`src/rtl/adc_axis_packer_pkg.sv`:
```
// rtl/adc_axis_packer_pkg.sv - shared types, widths and packing helper for the ADC stream packer
package adc_axis_pkg;

    typedef enum logic {
        IDLE = 1'b0,
        RUN  = 1'b1
    } packer_state_t;

    localparam int AXIS_WIDTH = 32;
    localparam int CH_FIELD   = 16;

    // Channel 2 occupies the upper half so a little-endian DMA sees ch1 first.
    function automatic logic [AXIS_WIDTH-1:0] pack_pair(input logic [CH_FIELD-1:0] ch1,
                                                        input logic [CH_FIELD-1:0] ch2);
        return {ch2, ch1};
    endfunction

endpackage

```
`src/rtl/adc_axis_packer_if.sv`:
```
// rtl/adc_axis_packer_if.sv - AXI4-Stream bundle carrying packed ADC sample pairs
interface adc_axis_packer_if
    import adc_axis_pkg::*;
();
    logic [AXIS_WIDTH-1:0] tdata;
    logic                  tvalid;
    logic                  tready;
    logic                  tlast;

    modport master (output tdata, output tvalid, output tlast, input tready);
    modport slave  (input tdata, input tvalid, input tlast, output tready);

endinterface

```
`src/rtl/adc_axis_packer_fifo.sv`:
```
// rtl/adc_axis_packer_fifo.sv - first-word-fall-through synchronous FIFO with occupancy output
module sync_fifo #(
    parameter int WIDTH = 33,
    parameter int DEPTH = 16,
    localparam int AW   = $clog2(DEPTH)
) (
    input  logic             clk,
    input  logic             rst,
    input  logic             wr_en_i,
    input  logic [WIDTH-1:0] wr_data_i,
    input  logic             rd_en_i,
    output logic [WIDTH-1:0] rd_data_o,
    output logic             full_o,
    output logic             empty_o,
    output logic [AW:0]      level_o
);

    logic [WIDTH-1:0] mem_q [DEPTH];
    logic [AW:0]      wptr_q, wptr_d;
    logic [AW:0]      rptr_q, rptr_d;
    logic             wr_fire, rd_fire;

    // Full is taken from the current pointers, so a read in the same cycle never frees a slot early.
    assign full_o  = (wptr_q[AW] != rptr_q[AW]) && (wptr_q[AW-1:0] == rptr_q[AW-1:0]);
    assign empty_o = (wptr_q == rptr_q);
    assign level_o = wptr_q - rptr_q;
    assign wr_fire = wr_en_i && !full_o;
    assign rd_fire = rd_en_i && !empty_o;
    assign rd_data_o = mem_q[rptr_q[AW-1:0]];

    always_comb begin
        wptr_d = wptr_q;
        rptr_d = rptr_q;
        if (wr_fire) wptr_d = wptr_q + 1'b1;
        if (rd_fire) rptr_d = rptr_q + 1'b1;
    end

    always_ff @(posedge clk or negedge rst) begin
        if (!rst) begin
            wptr_q <= '0;
            rptr_q <= '0;
            for (int i = 0; i < DEPTH; i++) mem_q[i] <= '0;
        end else begin
            wptr_q <= wptr_d;
            rptr_q <= rptr_d;
            if (wr_fire) mem_q[wptr_q[AW-1:0]] <= wr_data_i;
        end
    end

endmodule

```
`src/rtl/adc_axis_packer.sv`:
```
// rtl/adc_axis_packer.sv - packs ADC sample pairs into framed AXI4-Stream words with overflow reporting
module adc_axis_packer
    import adc_axis_pkg::*;
#(
    parameter int ADC_LENGTH = 12,
    parameter int FIFO_DEPTH = 16,
    parameter int PACKET_LEN = 256
) (
    input  logic                          clk,
    input  logic                          rst,
    input  logic                          enable,
    input  logic                          sample_valid,
    input  logic [ADC_LENGTH-1:0]         adc_data1,
    input  logic [ADC_LENGTH-1:0]         adc_data2,
    input  logic [15:0]                   pkt_len,
    input  logic                          clr_status,
    adc_axis_packer_if.master             m_axis,
    output logic                          overflow,
    output logic [15:0]                   drop_count,
    output logic [$clog2(FIFO_DEPTH):0]   fifo_level
);

    packer_state_t state_q, state_d;
    logic [15:0]   cnt_q, cnt_d;
    logic [15:0]   len_q, len_d;
    logic [15:0]   drop_q, drop_d;
    logic          ovf_q, ovf_d;

    logic [15:0]           cur_len, eff_len;
    logic                  run, full, empty, wr_en, drop, last;
    logic [AXIS_WIDTH:0]   wr_word, rd_word;

    // A new length is only picked up at a packet boundary so framing never tears mid-packet.
    assign cur_len = (pkt_len == 16'd0) ? 16'(PACKET_LEN) : pkt_len;
    assign eff_len = (cnt_q == 16'd0) ? cur_len : len_q;
    assign run     = (state_q == RUN);
    assign wr_en   = run && sample_valid && !full;
    assign drop    = run && sample_valid && full;
    assign last    = (cnt_q == eff_len - 16'd1);
    assign wr_word = {last, pack_pair(16'(adc_data1), 16'(adc_data2))};

    always_comb begin
        state_d = state_q;
        cnt_d   = cnt_q;
        len_d   = len_q;
        case (state_q)
            IDLE: if (enable) state_d = RUN;
            RUN:  if (!enable) state_d = IDLE;
            default: state_d = IDLE;
        endcase
        if (!run) begin
            cnt_d = 16'd0;
        end else if (wr_en) begin
            len_d = eff_len;
            cnt_d = last ? 16'd0 : cnt_q + 16'd1;
        end
    end

    // A drop in the same cycle as a clear wins, leaving a count of one.
    always_comb begin
        ovf_d  = ovf_q;
        drop_d = drop_q;
        if (drop) begin
            ovf_d  = 1'b1;
            drop_d = clr_status ? 16'd1 : ((drop_q == 16'hFFFF) ? drop_q : drop_q + 16'd1);
        end else if (clr_status) begin
            ovf_d  = 1'b0;
            drop_d = 16'd0;
        end
    end

    always_ff @(posedge clk or negedge rst) begin
        if (!rst) begin
            state_q <= IDLE;
            cnt_q   <= 16'd0;
            len_q   <= 16'd0;
            drop_q  <= 16'd0;
            ovf_q   <= 1'b0;
        end else begin
            state_q <= state_d;
            cnt_q   <= cnt_d;
            len_q   <= len_d;
            drop_q  <= drop_d;
            ovf_q   <= ovf_d;
        end
    end

    sync_fifo #(
        .WIDTH (AXIS_WIDTH + 1),
        .DEPTH (FIFO_DEPTH)
    ) u_fifo (
        .clk       (clk),
        .rst       (rst),
        .wr_en_i   (wr_en),
        .wr_data_i (wr_word),
        .rd_en_i   (m_axis.tready),
        .rd_data_o (rd_word),
        .full_o    (full),
        .empty_o   (empty),
        .level_o   (fifo_level)
    );

    assign m_axis.tvalid = !empty;
    assign m_axis.tdata  = rd_word[AXIS_WIDTH-1:0];
    assign m_axis.tlast  = rd_word[AXIS_WIDTH];
    assign overflow      = ovf_q;
    assign drop_count    = drop_q;

endmodule

```
`src/flat_wrapper.sv`:
```
// flat-port wrapper written by rule: the top's interface ports become plain ports
module adc_axis_packer_flat import adc_axis_pkg::*;
#(
    parameter int ADC_LENGTH = 12,
    parameter int FIFO_DEPTH = 16,
    parameter int PACKET_LEN = 256
)
  (clk, rst, enable, sample_valid, adc_data1, adc_data2, pkt_len, clr_status, overflow, drop_count, fifo_level, m_axis_tdata, m_axis_tvalid, m_axis_tlast, m_axis_tready);
  adc_axis_packer_if m_axis_i ();
  input  logic clk;
  input  logic rst;
  input  logic enable;
  input  logic sample_valid;
  input  logic [ADC_LENGTH-1:0] adc_data1;
  input  logic [ADC_LENGTH-1:0] adc_data2;
  input  logic [15:0] pkt_len;
  input  logic clr_status;
  output logic overflow;
  output logic [15:0] drop_count;
  output logic [$clog2(FIFO_DEPTH):0] fifo_level;
  output wire logic [$bits(m_axis_i.tdata)-1:0] m_axis_tdata;
  output wire logic [$bits(m_axis_i.tvalid)-1:0] m_axis_tvalid;
  output wire logic [$bits(m_axis_i.tlast)-1:0] m_axis_tlast;
  input wire logic [$bits(m_axis_i.tready)-1:0] m_axis_tready;
  assign m_axis_tdata = m_axis_i.tdata;
  assign m_axis_tvalid = m_axis_i.tvalid;
  assign m_axis_tlast = m_axis_i.tlast;
  assign m_axis_i.tready = m_axis_tready;
  adc_axis_packer #(.ADC_LENGTH(ADC_LENGTH), .FIFO_DEPTH(FIFO_DEPTH), .PACKET_LEN(PACKET_LEN)) u_core (.clk(clk), .rst(rst), .enable(enable), .sample_valid(sample_valid), .adc_data1(adc_data1), .adc_data2(adc_data2), .pkt_len(pkt_len), .clr_status(clr_status), .m_axis(m_axis_i), .overflow(overflow), .drop_count(drop_count), .fifo_level(fifo_level));
endmodule
```
`config.mk`:
```
export PLATFORM = sky130hd
export DESIGN_NAME = adc_axis_packer_flat
export DESIGN_NICKNAME = d
export VERILOG_FILES = /design/src/rtl/adc_axis_packer_pkg.sv /design/src/rtl/adc_axis_packer_if.sv /design/src/rtl/adc_axis_packer_fifo.sv /design/src/rtl/adc_axis_packer.sv /design/src/flat_wrapper.sv
export SDC_FILE = /design/constraint.sdc
export NUM_CORES = 1
export LEC_CHECK = 0
export ABC_AREA = 1
export BUFFER_PORTS_ARGS = -buffer_cell sky130_fd_sc_hd__buf_2
export CAP_MARGIN = 15
export CORE_MARGIN = 1
export CORE_UTILIZATION = 55
export DETAILED_ROUTE_END_ITERATION = 12
export PLACE_DENSITY = 0.83
export SLEW_MARGIN = 20
export SYNTH_ARGS = -nofsm -noshare
export SYNTH_HDL_FRONTEND = slang
export SYNTH_SLANG_ARGS = --single-unit
```
`constraint.sdc`:
```
create_clock -name clk -period 4.51 [get_ports clk]
set_input_delay 1.353 -clock clk [delete_from_list [all_inputs] [get_ports clk]]
set_output_delay 1.353 -clock clk [all_outputs]
set_load 0.02 [all_outputs]
```
==> flow_summary.yaml, run 1 <==
logic_synthesis:
  ys.flop_type: "dfrtp_1"
  synth.area.top_cells: "dfrtp_1, o21ai_0, nand2_1"
  yosysWarnings: 0
  synth_area_mm2: 0.0219
  ys_types: 40
  synth.avg_cell_area_um2: 8.06
  synth_top_area_share_pct: 52.6
  synth_edf_count: 0
  synthCells: 2712
  synth_top_cell_by_area: "dfrtp_1"
  synth-seq-area-share_pct: 52.6
  ys_seq_elements: 460
  ys_async_sr_fraction_pct: 100
sta:
  setup_viol: 0
  tightest_slew_ns: 1.00
  hold_viol: 0
  tns_ns: 0
  rsz0062_at_grt: "false"
  min_period_ns: 4.26
  whs_ns: 0.480
  fin_crit_sh_pct: 94.4
  maxClockFrequency_mhz: 235
  maxSlewViolCount: 0
  fin_ws_ns: 0.254
  slew_headroom_pct: 32.8
  fin_skew_ns: 0.0219
cts:
  post_cts_buffers: 0
  clock_path_buffers: 3
  clock-sinks: 460
  h-tree-depth: 2
  hold_buffers: 0
  clk_latency_ns: 0.57
  cts_root_buffer: "clkbuf_16"
  clkTransAtPathRegs_ns: 0.06
  cts_tree: "done"
  cts_resized: 0
  cts_buffers: 47
power:
  finalPower_mw: 17.3
  power.leakage_nw: 11.4
  power_density_mw_per_mm2: 712
  ir_drop_uv: 456
route:
  drc: 0
  wl_per_cell_um: 18.6
  antenna_left: 0
  vias: 19700
  first_pass_iters: 7
  vias_per_cell: 6.06
  first_iter_violations: 2390
  wl_mm: 60.7
grt:
  grt_start_max_net_pins: 131
  grt_pass1_wl_mm: 99.2
  grt_pass1_vias: 19100
  antenna_found_initial: 0
  grt-ovfl-total: 0
  grtUsageTotal_pct: 30.3
setup_path:
  critPathMaxFanout: 71
  critPathKind: "reg2out"
  cp.required_ns: 3.16
  end_kind: "output port"
  arrival_ns: 2.90
  cp-start-kind: "flop"
  rrSetupSlack_ns: 0.87
placed_design:
  routabilityCongestion: 0.896
  dp.final_hpwl_mm: 36.1
  dp_slack_ns: 0.918
  placed_area_mm2: 0.0227
  dp_cells: 3172
  io_buffer_count: 93
cells_and_area:
  n_antenna_cell: 0
  fin_cells: 3254
  postLayoutCoreUtil_pct: 62.6
  synthToLayoutAreaGrowth_pct: 11.5
  mostFrequentLayoutCell: "nand2_1"
  final_nets: 2763
  final_cell_mix: "nand2_1, o21ai_0, dfrtp_1"
  drive_gt1_share_pct: 8.88
  stdcell_area_mm2: 0.0244
floorplan:
  io_pins: 102
  start_util_pct: 56.2
  core-area_mm2: 0.0389
  row_count: 72
  die_area_mm2: 0.0406
  die_h_um: 201
  die_w_um: 201
status:
  status: "finished clean"
flow_run:
  cap_violations: 0
worst_hold_path:
  hold_path.class: "reg2reg"
final timing paths:
path / endpoint / cells after the start / startpoint
worst max-delay path: m_axis_tdata[8] / 7 / u_core.u_fifo.rptr_q[0]
worst min-delay path: u_core.u_fifo.mem_q[55] / 2 / u_core.u_fifo.mem_q[55]
worst max register to register: u_core.u_fifo.mem_q[150] / 14 / u_core.u_fifo.rptr_q[2]
worst min register to register: u_core.u_fifo.mem_q[55] / 2 / u_core.u_fifo.mem_q[55]
max in group asynchronous: u_core.u_fifo.mem_q[308] / 2 / rst
min in group asynchronous: u_core.len_q[2] / 1 / rst
worst max-delay path, cell delays in order, from the launching register on:
cell and delay, ns:
dfrtp_4 0.64, inv_6 0.43, buf_4 0.39, o21ai_0 0.12, o221ai_1 0.18, o211ai_1 0.12
nand3_1 0.20, buf_2 0.20
cell type report:
| cell class | count | area (um2) |
|---|---|---|
| clock buffer | 64 | 1320 |
| clock inverter | 18 | 317 |
| inverter | 132 | 500 |
| sequential | 460 | 11500 |
| tap | 518 | 648 |
| timing repair buffer | 136 | 998 |
| fill | 3151 | 14500 |
| multi-input combinational | 1926 | 9070 |
metal layers:
layer | track usage (%) | vias up | part of all wire (%)
met2 | 47.7 | 1026 | 47
li1 | - | 8967 | -
met4 | 14.0 | 0 | 4.2
met3 | 4.26 | 191 | 8.0
met5 | 0 | - | 0
met1 | 41.9 | 9546 | 41
Yosys cell counts, types with 10 or more instances:
master      n
a21oi_1    15
buf_4      10
clkbuf_1  185
dfrtp_1   460
ha_1       13
inv_1     126
nand2_1   674
nand3_1   107
nand4_1    10
nor2_1    287
o21ai_0   615
o21bai_1   11
o221ai_1   41
o22ai_1    60
xor2_1     20
logic make-up (layout without fill, tap and decap cells):
group	after synthesis	after routing	share of synthesized area, %
and+or+nand+nor	1118	1118	20.7
AOI/OAI and AO/OA	761	761	18.8
DFF	460	460	52.6
buffers and inverters	333	350	5.99
xor gates and xnor gates	25	25	1.00
adders and majority gates	14	14	0.836
other	1	8	0.0172
flip-flops by register name, indices dropped and copies added, names as in the netlist:
name,count
u_core.len_q,16
u_core.u_fifo.wptr_q,5
u_core.u_fifo.rptr_q,5
u_core.u_fifo.mem_q,400
u_core.cnt_q,16
u_core.overflow,1
u_core.drop_count,16
u_core.run,1
power by group:
part	internal (mW)	switching [mW]	total, mW	leakage [nW]
sequential	5.53	0.887	6.42	6.04
combinational	2.25	4.54	6.80	4.60
clock	2.51	1.62	4.13	0.797
total	10.3	7.05	17.3	11.4
Note: power is estimated with default switching activity, not from simulation.
==> run 2, diff against run 1 <==
==> constraint.sdc (replaced) <==
create_clock -name clk -period 4.6 [get_ports clk]
set_input_delay 1.38 -clock clk [delete_from_list [all_inputs] [get_ports clk]]
set_output_delay 1.38 -clock clk [all_outputs]
set_load 0.02 [all_outputs]
==> run 2 against run 1 <==
  * Via count decreased by 0.77%
  * Sequential share of layout area increased by 0.52 points
  * Hold slack improved by 0.0011 ns
  * Largest power group unchanged
  * Critical path type unchanged
  * Critical endpoint unchanged
  * Power decreased by 4.8%
==> flow_summary.yaml, run 2 (same netlist as run 1, synthesis figures left out) <==
route:
  first_pass_iters: 6
  drc: 0
  wl_mm: 60.0
  vias: 19600
  vias_per_cell: 6.02
  antenna_left: 0
  first_iter_violations: 2349
  wl_per_cell_um: 18.4
worst_hold_path:
  hold_start: "u_core.u_fifo.mem_q[68]"
  hold_path.class: "reg2reg"
cells_and_area:
  ff_latch_area_mm2: 0.0115
  mostFrequentLayoutCell: "nand2_1"
  postLayoutCoreUtil_pct: 61.9
  final_cell_mix: "nand2_1, o21ai_0, dfrtp_1"
  drive_gt1_share_pct: 8.85
  fill_cells: 3199
  synthToLayoutAreaGrowth_pct: 10.3
  largest_reg_flops: 400
  final_nets: 2765
  max_flop_register: "u_core.u_fifo.mem_q"
  multi_input_area_mm2: 0.00908
sta:
  whs_ns: 0.481
  hold_viol: 0
  maxSlewViolCount: 0
  tightest_slew_ns: 1.08
  slew_headroom_pct: 27.7
  fin_crit_sh_pct: 91.2
  setup_viol: 0
  tns_ns: 0
  fin_skew_ns: 0.0177
  min_period_ns: 4.19
  rsz0062_at_grt: "false"
  maxClockFrequency_mhz: 238
  fin_ws_ns: 0.405
floorplan:
  die_h_um: 201
  row_count: 72
  core-area_mm2: 0.0389
  io_pins: 102
  start_util_pct: 56.2
  die_area_mm2: 0.0406
  die_w_um: 201
power:
  finalPower_mw: 16.5
  power.leakage_nw: 11.3
  ir_drop_uv: 600
  power_density_mw_per_mm2: 685
placed_design:
  routabilityCongestion: 0.915
  dp.final_hpwl_mm: 36.0
  dp_slack_ns: 0.997
  io_buffer_count: 93
grt:
  grtUsageTotal_pct: 29.9
  grt-ovfl-total: 0
  grt_start_max_net_pins: 132
  grt_pass1_vias: 19000
  grt_pass1_wl_mm: 98.3
  antenna_found_initial: 1
setup_path:
  path_buf_inv: 3
  arrival_ns: 2.81
  cpLargestDelayFamily: "buffers and inverters"
  cp_slowest_cell: "dfrtp_4"
  setup.worst_path.start: "u_core.u_fifo.rptr_q[0]"
  cp.required_ns: 3.22
  path_cells: "inv_6 -> buf_4 -> o21ai_0 -> o221ai_1 -> o211ai_1 -> nand3_1 -> buf_2"
  cp-start-kind: "flop"
  critPathKind: "reg2out"
  end_kind: "output port"
  critPathMaxFanout: 83
  r2r_start: "u_core.u_fifo.rptr_q[2]"
  critical_path.max_stage_delay_ns: 0.52
cts:
  hold_buffers: 0
  cts_buffers: 46
  clk_latency_ns: 0.58
  cts_root_buffer: "clkbuf_16"
  clock-sinks: 460
  cts_resized: 0
  clkTransAtPathRegs_ns: 0.06
  h-tree-depth: 2
  cts_tree: "done"
  post_cts_buffers: 0
  clock_path_buffers: 3
status:
  status: "finished clean"
flow_run:
  cap_violations: 0
run 2: cell types whose count changed in the layout (fill, tap and decap cells not counted), sizes merged:
cell,change
bufinv,-6
clkinvlp,-2
buf,+3
diode,+1
clkinv,+2
clkbuf,+4
inv,-2
run 2: worst paths after layout:
check	end	slack [ns]	cells past startpoint
max	m_axis_tdata[8]	0.41	7
max reg2reg	u_core.drop_count[11]	0.83	13
min reg2reg	u_core.u_fifo.mem_q[68]	0.48	2
min	u_core.u_fifo.mem_q[68]	0.48	2
min in group asynchronous	u_core.cnt_q[1]	0.77	1
max in group asynchronous	u_core.u_fifo.mem_q[86]	2.89	2
run 2: worst reg2reg max path, cell delays in order, from the launching register on:
cell,delay (ns)
dfrtp_1,0.35
buf_4,0.48
clkinv_1,0.20
ha_1,0.40
nand3_1,0.12
nor4_1,0.72
buf_4,0.27
inv_1,0.08
nor2_1,0.14
nor2_1,0.19
nor2_1,0.19
inv_1,0.07
o21ai_0,0.30
a22oi_1,0.11
run 2: stage by stage:
stage               cell area (um2)  cells
floorplan                     21900   2719
global placement              22600   3175
detailed placement            22600   3175
CTS                           24100   3253
global route                  24100   3253
finish                        24100   3254
run 2: per-layer routing:
layer / GRT usage [%] / wire length [um] / vias up
met3: 4.08 / 5070 / 159
li1: - / - / 8946
met1: 41.6 / 25100 / 9445
met5: 0 / 0 / -
met2: 47.5 / 27800 / 1028
met4: 12.3 / 2080 / 0
run 2: report_power, final:
part           switching [mW]  internal (mW)
Combinational            4.43           2.19
Clock                    1.56           2.12
Sequential              0.799           5.42
run 2: cell type report:
class | count | area share (%)
antenna | 1 | 0.0104
clock buffer | 68 | 5.57
clock inverter | 10 | 0.462
inverter | 132 | 2.08
multi-input combinational | 1926 | 37.7
sequential | 460 | 47.8
tap | 518 | 2.69
timing repair buffer | 139 | 3.77
